--- config.mk ---
export PLATFORM = sky130hd
export DESIGN_NAME = weight_stream_feeder
export DESIGN_NICKNAME = d
export VERILOG_FILES = /design/src/rtl/weight_stream_feeder.sv
export SDC_FILE = /design/constraint.sdc
export NUM_CORES = 1
export LEC_CHECK = 0
export CORE_MARGIN = 1.5
export CORE_UTILIZATION = 55
export DETAILED_ROUTE_END_ITERATION = 8
export PLACE_DENSITY = 0.87
export SYNTH_ARGS = -nofsm -noshare
export SYNTH_HDL_FRONTEND = slang
export SYNTH_SLANG_ARGS = --single-unit
--- constraint.sdc ---
create_clock -name clk -period 9.1 [get_ports clk]
set_input_delay 1.365 -clock clk [delete_from_list [all_inputs] [get_ports clk]]
set_output_delay 1.365 -clock clk [all_outputs]
set_load 0.01 [all_outputs]
--- src/rtl/weight_stream_feeder.sv ---
// Ping-pong weight buffer that streams a ROWSxCOLS matrix column by column into the array.
// Optional per-row diagonal skew is enabled by defining WEIGHT_STREAM_SKEW_EN.
module weight_stream_feeder #(
  parameter int ROWS = 4,
  parameter int COLS = 4,
  parameter int DW   = 8
) (
  input  logic                           clk,
  input  logic                           reset_n,
  input  logic                           load_valid,
  output logic                           load_ready,
  input  logic [DW*ROWS*COLS-1:0]        load_data,
  input  logic                           start,
  input  logic                           reverse,
  output logic                           busy,
  output logic                           out_valid,
  output logic [ROWS-1:0][DW-1:0]        weight_out,
  output logic                           done
);

  localparam int MW = DW*ROWS*COLS;
  localparam int CW = $clog2(COLS+ROWS)+1;
`ifdef WEIGHT_STREAM_SKEW_EN
  localparam int SKEW = 1;
  localparam int SPAN = COLS+ROWS-1;
`else
  localparam int SKEW = 0;
  localparam int SPAN = COLS;
`endif
  localparam logic [CW-1:0] LAST_BEAT = CW'(SPAN-1);

  typedef enum logic [0:0] {
    ST_IDLE   = 1'b0,
    ST_STREAM = 1'b1
  } state_t;

  typedef logic [ROWS-1:0][DW-1:0] wvec_t;

  state_t        state_r, state_s;
  logic [MW-1:0] bank_r [2];
  logic          wr_ptr_r, rd_ptr_r;
  logic [1:0]    occ_r, occ_s;
  logic [CW-1:0] beat_r, beat_s;
  logic          rev_r, rev_s;
  logic          load_fire_s, release_s;
  logic          out_valid_s, done_s;
  wvec_t         weight_s;
  logic          load_ready_r, busy_r, out_valid_r, done_r;
  wvec_t         weight_r;

  // Row r shows beat (stream cycle - r*SKEW); outside its column window it is zero.
  function automatic wvec_t beat_weights(input logic [MW-1:0] mat,
                                         input logic [CW-1:0] beat,
                                         input logic          rev);
    wvec_t w;
    int    k;
    int    col;
    w = '0;
    for (int r = 0; r < ROWS; r++) begin
      k = int'(beat) - r*SKEW;
      if (k >= 0 && k < COLS) begin
        col  = rev ? (COLS-1-k) : k;
        w[r] = mat[(r*COLS+col)*DW +: DW];
      end else begin
        w[r] = '0;
      end
    end
    return w;
  endfunction

  assign load_fire_s = load_valid && load_ready_r;

  // FSM next state and next registered outputs.
  always_comb begin
    state_s     = state_r;
    beat_s      = beat_r;
    rev_s       = rev_r;
    release_s   = 1'b0;
    out_valid_s = 1'b0;
    done_s      = 1'b0;
    weight_s    = '0;
    case (state_r)
      ST_IDLE: begin
        if (start && (occ_r != 2'd0)) begin
          state_s = ST_STREAM;
          beat_s  = {CW{1'b0}};
          rev_s   = reverse;
        end else begin
          state_s = ST_IDLE;
        end
      end
      ST_STREAM: begin
        // The done cycle itself is spent in STREAM so a start seen there is ignored.
        if (done_r) begin
          state_s   = ST_IDLE;
          release_s = 1'b1;
          beat_s    = {CW{1'b0}};
        end else begin
          out_valid_s = 1'b1;
          done_s      = (beat_r == LAST_BEAT);
          beat_s      = beat_r + CW'(1);
          weight_s    = beat_weights(bank_r[rd_ptr_r], beat_r, rev_r);
        end
      end
      default: begin
        state_s = ST_IDLE;
      end
    endcase
  end

  // Occupancy update; a simultaneous load and release cancel out.
  always_comb begin
    occ_s = occ_r;
    case ({load_fire_s, release_s})
      2'b10:   occ_s = occ_r + 2'd1;
      2'b01:   occ_s = occ_r - 2'd1;
      default: occ_s = occ_r;
    endcase
  end

  // Control state, pointers and registered outputs.
  always_ff @(posedge clk or negedge reset_n) begin
    if (!reset_n) begin
      state_r      <= ST_IDLE;
      beat_r       <= {CW{1'b0}};
      rev_r        <= 1'b0;
      occ_r        <= 2'd0;
      wr_ptr_r     <= 1'b0;
      rd_ptr_r     <= 1'b0;
      load_ready_r <= 1'b1;
      busy_r       <= 1'b0;
      out_valid_r  <= 1'b0;
      done_r       <= 1'b0;
      weight_r     <= '0;
    end else begin
      state_r      <= state_s;
      beat_r       <= beat_s;
      rev_r        <= rev_s;
      occ_r        <= occ_s;
      wr_ptr_r     <= load_fire_s ? ~wr_ptr_r : wr_ptr_r;
      rd_ptr_r     <= release_s ? ~rd_ptr_r : rd_ptr_r;
      load_ready_r <= (occ_s != 2'd2);
      busy_r       <= out_valid_s;
      out_valid_r  <= out_valid_s;
      done_r       <= done_s;
      weight_r     <= weight_s;
    end
  end

  // Matrix storage; contents after reset are don't-care.
  always_ff @(posedge clk) begin
    if (load_fire_s) begin
      bank_r[wr_ptr_r] <= load_data;
    end
  end

  assign load_ready = load_ready_r;
  assign busy       = busy_r;
  assign out_valid  = out_valid_r;
  assign done       = done_r;
  assign weight_out = weight_r;

endmodule

=== After elaboration in Yosys (flattened, before gate mapping) ===
Memory sizes are Yosys's and may differ from the RTL's.
Index checks and enable logic that the tools add are counted.

* Add/subtract/negate cells: 7
* Magnitude comparators: 2
* Equal/unequal tests: 5
* Shifts and indexed selects: 4
* Muxes and demuxes: 21
* Bitwise operators: 3
* Reduce and logical (&&, ||, !) cells: 5

{| class="wikitable"
|+ Operators with widths
! kind !! count
|-
| 128-bit by 32-bit indexed part select with 8-bit output || 4
|-
| 32-bit two-way mux || 2
|-
| 5-bit by 29-bit adder with 29-bit output (first input constant) || 2
|-
| 8-bit two-way mux || 4
|-
| 4-bit by 29-bit adder with 29-bit output (first input constant) || 1
|-
| 29-bit two-way mux || 1
|-
| 1-bit two-way mux || 9
|-
| 4-bit two-way mux || 2
|-
| 4-bit one-hot mux with 2 select lines || 1
|-
| 2-bit by 4-bit subtractor with 5-bit output (first input constant) || 1
|-
| 4-bit by 1-bit adder with 4-bit output (second input constant) || 1
|-
| 4-bit by 2-bit equality test with 1-bit output (second input constant) || 1
|-
| 4-bit by 1-bit >= comparator with 1-bit output (second input constant) || 1
|-
| 4-bit by 3-bit less-than comparator with 1-bit output (second input constant) || 1
|-
| 2-bit != test (second input constant) || 2
|-
| 2-bit one-hot mux with 2 select lines || 1
|-
| 1-bit logical AND || 3
|-
| 1-bit inverter || 3
|-
| 2-bit by 1-bit adder with 2-bit output (second input constant) || 1
|-
| 2-bit by 1-bit equality test with 1-bit output (second input constant) || 1
|-
| 2-bit equality test (second input constant) || 1
|-
| 1-bit one-hot mux with 2 select lines || 1
|-
| 2-bit AND reduction || 1
|-
| 2-bit nonzero test || 1
|-
| 2-bit by 1-bit subtractor with 2-bit output (second input constant) || 1
|}

* Bits in registers: 45
* Bits in writable memories: 256
* Output and inout port bits: 36
* Word-level logic and storage cells: 61
* Memories: 1

{| class="wikitable"
|+ Memory list
! name !! words !! bits a word !! rd ports !! clocked after Yosys merged registers in !! write ports !! line !! source
|-
| bank_r || 2 || 128 || 1 || 0 || 1 || 40 || <nowiki>logic [MW-1:0] bank_r [2];</nowiki>
|}

=== Depth between registers and ports, before layout ===
* Depth in word-level cells: 7
* Gate-level depth with buffers: 10
* Depth with buffers taken out: 10

=== Worst setup path before layout ===
Ideal clock, no wire load.

* Path type: input -> register
* Start: in load_valid
* End: mem bank_r[0][0] (netlist bit) (enable)
* Arrival time: 6.783 ns
* Required time: 8.483 ns
* Path slack: 1.700 ns
* Stages on the path: 2
* Path buffers: 0
* Cells stage by stage: nand2_1 nor2_1

* Word-level cells in the longest chain between the ends: 3

{| class="wikitable"
|+ Ends and longest elaborated chain
! item !! line !! source
|-
| start, declared || 10 || <nowiki>input logic load_valid,</nowiki>
|-
| 1-bit logical AND || 71 || <nowiki>assign load_fire_s = load_valid && load_ready_r;</nowiki>
|-
| 1-bit two-way mux || 152 || <nowiki>if (load_fire_s) begin</nowiki>
|-
| 1-bit two-way mux (not written as such) || 153 || <nowiki>bank_r[wr_ptr_r] <= load_data;</nowiki>
|-
| end, declared || 40 ||
|}

No other way between the ends.

=== Worst setup path in the final report ===
* Start: in load_valid
* End: mem bank_r[0][122] (netlist bit) (enable)

The elaborated chain is that of the path after synthesis.

==> impl_metrics.yaml <==
status:
  status: "completed"
yosys:
  syn_inst: 786
  ys_ff_latch: 301
  synth_top_area_share_pct: 62.3
  syn_nets: 926
  synth_top_flop_cell: "edfxtp_1"
  yosys-top-cells-area: "edfxtp_1 62%, mux2i_1 10%, dfrtp_1 8.9%"
  yosysSeqAreaShare_pct: 71.5
  synth_edf_count: 256
  syn_avg_cell_area_um2: 15.7
  ys_async_sr_fraction_pct: 15.0
  yosysWarnings: 0
  synth_area_um2: 12300
  yosys.area.top_type: "edfxtp_1"
  ys_types: 47
sta:
  whs_ns: 0.507
  finalSetupViolations: 0
  rsz0062_at_grt: "no"
  tightest_slew_ns: 1.07
  fin_setup_tns_ns: 0
  fin_worst_skew_ns: 0.0113
  fin_crit_sh_pct: 39.1
  slew_headroom_pct: 28.8
  drv_slew: 0
  max_freq_mhz: 281
  finalHoldViolCount: 0
  final.min_clock_period_ns: 3.56
detailed_routing:
  wl_per_cell_um: 23.9
  dr.pass1.iters: 6
  drtIter0Drc: 1300
  drc: 0
  via_count: 8030
  vias_per_cell: 6.38
  ant_nets: 0
  routed_wl_um: 30000
critical_path:
  crit_start: "load_valid"
  cp-end-kind: "flip-flop"
  critPathKind: "in2reg"
  r2r_start: "beat_r[2]"
  crit_arrival_ns: 3.73
  path_max_fanout: 76
  cp-start-kind: "primary input"
  required_ns: 9.27
place:
  gp_congestion: 0.868
  dpl.hpwl_um: 19000
  io_buffers: 168
die:
  core_um2: 21900
  rows: 54
  fp.dieW_um: 153
  fp.dieH_um: 153
  die-area_um2: 23300
  initial_core_util_pct: 56.3
  ios: 169
grt:
  antenna_found_initial: 0
  grt_pass1_vias: 7983
  gr-total-overflow: 0
  grt_max_degree: 77
  grt_usage_pct: 25.1
  grt_pass1_wl_um: 45200
finish:
  nets: 1095
  drive_gt1_share_pct: 7.56
  n_antenna_cell: 0
  area_delta_synth_final_pct: 22.8
clock_tree:
  post_cts_resized: 0
  clock-root-buffer: "clkbuf_16"
  post_cts_buffers: 0
  clk-insertion-delay-late_ns: 0.56
  cts.sink_count: 301
  numCtsBuffers: 30
  cts_tree: "yes"
  cts.path.max_buffers: 3
  holdBufCountCts: 0
  htree_levels: 1
  path_clk_slew_ns: 0.06
pwr:
  vdd_drop_max_uv: 197
  p_per_area_nw_per_um2: 344
  swShare_pct: 37.2
  cellInternalPower_uw: 3270
  p_leak_uw: 0.00545
  power_frac_seq_pct: 38.9
  clkPwrFrac_pct: 22.0
  switchingPower_uw: 1940
  comb_power_share_pct: 39.1
job:
  drv_cap: 0
min_path:
  hold_start: "occ_r[1]"
  hp-class: "reg2reg"
[cell families after synthesis]
logic type	count (synthesis)	share of synthesized area [%]
AOI/OAI and AO/OA	204	10.2
xor gates and xnor gates	5	0.355
adders and majority gates	7	0.710
buffers and inverters	50	2.28
DFF	301	71.5
muxes	129	10.5
and+or+nand+nor	90	4.48
[per-stage QoR]
step | instances | instance area (um^2) | util (%) | setup slack [ns] | power [uW]
after floorplan | 786 | 12300 | - | 1.70 | 3370
after global placement | 1203 | 14200 | 65.0 | 5.07 | 3940
after detailed placement | 1203 | 14200 | 65.0 | 5.05 | 4030
after CTS | 1259 | 15100 | 69.2 | 5.62 | 5180
after global routing | 1259 | 15100 | 69.2 | 5.48 | 5410
final | 1259 | 15100 | 69.2 | 5.54 | 5210
[synth_stat cells, drive strengths merged, types with 2 or more instances]
cell      n
edfxtp  256
nand4    32
o21ai   135
mux2i   128
nand3     6
and3b     3
o22a     29
nor3b     3
nand2b    3
and3      3
xor2      2
xnor2     3
buf      26
inv       6
nor3      2
clkbuf   18
dfrtp    44
nor2b     3
nand2    14
or2       4
nor2     11
ha        7
o22ai     7
o221ai   29
[area by class of cell]
type	count	area (um^2)
Sequential cell	301	8820
Fill cell	1421	6750
Multi-Input combinational cell	435	3260
Timing Repair Buffer	181	1770
Clock buffer	33	762
Tap cell	280	350
Clock inverter	23	160
Inverter	6	22.5
[state kept, by name, indices dropped and copies added, names as in the netlist]
signal      flops
wr_ptr_r        1
rd_ptr_r        1
out_valid       1
beat_r          4
rev_r           1
weight_out     32
bank_r        256
done            1
occ_r           2
state_r         1
load_ready      1
[worst max-delay path: stages]
cell and delay, ns:
clkdlybuf4s50_1 0.50, nand2_1 0.14, nor2_4 0.10, buf_4 0.57, buf_4 0.84
[power by group through the flow]
| stage | Sequential (uW) | Clock (uW) | Combinational, uW |
|---|---|---|---|
| finish | 2030 | 1150 | 2040 |
| global placement | 2030 | 0 | 1910 |
| global route | 2050 | 1210 | 2150 |
| floorplan | 2040 | 0 | 1330 |
| detailed placement | 2050 | 0 | 1970 |
| CTS | 2030 | 1150 | 2000 |
[final timing paths]
| path | to | slack, ns | depth (start not counted) |
|---|---|---|---|
| worst max-delay path | bank_r[0][122] | 5.54 | 5 |
| worst min-delay path | occ_r[1] | 0.51 | 1 |
| min in group asynchronous | beat_r[2] | 0.97 | 1 |
| worst min register to register | occ_r[1] | 0.51 | 1 |
| max in group asynchronous | rd_ptr_r | 7.40 | 1 |
| worst max register to register | weight_out[14] | 6.22 | 9 |
[placed cells by master, fill, tap and decap left out, types with 2 or more instances in the layout]
cell | synthesis | routed
edfxtp_1 | 256 | 256
nand2b_1 | 2 | 2
and3b_1 | 3 | 3
nand3_1 | 6 | 6
clkdlybuf4s50_1 | 0 | 167
and3_1 | 3 | 2
o21ai_1 | 31 | 31
o22ai_1 | 7 | 7
clkbuf_1 | 12 | 3
nor2_1 | 11 | 10
xor2_1 | 2 | 2
dfrtp_1 | 44 | 43
o22a_1 | 29 | 29
inv_2 | 2 | 2
or2_1 | 3 | 3
inv_1 | 4 | 4
nor3b_4 | 2 | 3
nor2b_1 | 3 | 3
clkinv_8 | 0 | 2
ha_1 | 7 | 7
buf_4 | 13 | 13
mux2i_1 | 128 | 128
o21ai_0 | 103 | 103
clkinv_2 | 0 | 10
nand2_1 | 14 | 14
clkbuf_16 | 0 | 30
nand4_1 | 32 | 32
xnor2_1 | 3 | 3
clkinv_1 | 0 | 7
o221ai_1 | 29 | 29
[per-layer routing]
layer	up-vias	global-route usage [%]	part of all wire, %
met1	3934	33.6	39
met5	-	0	0
met2	512	40.7	48
li1	3482	-	-
met3	102	4.81	9.0
met4	0	10.4	4.1
No activity file was read; power rests on OpenSTA's default activity.
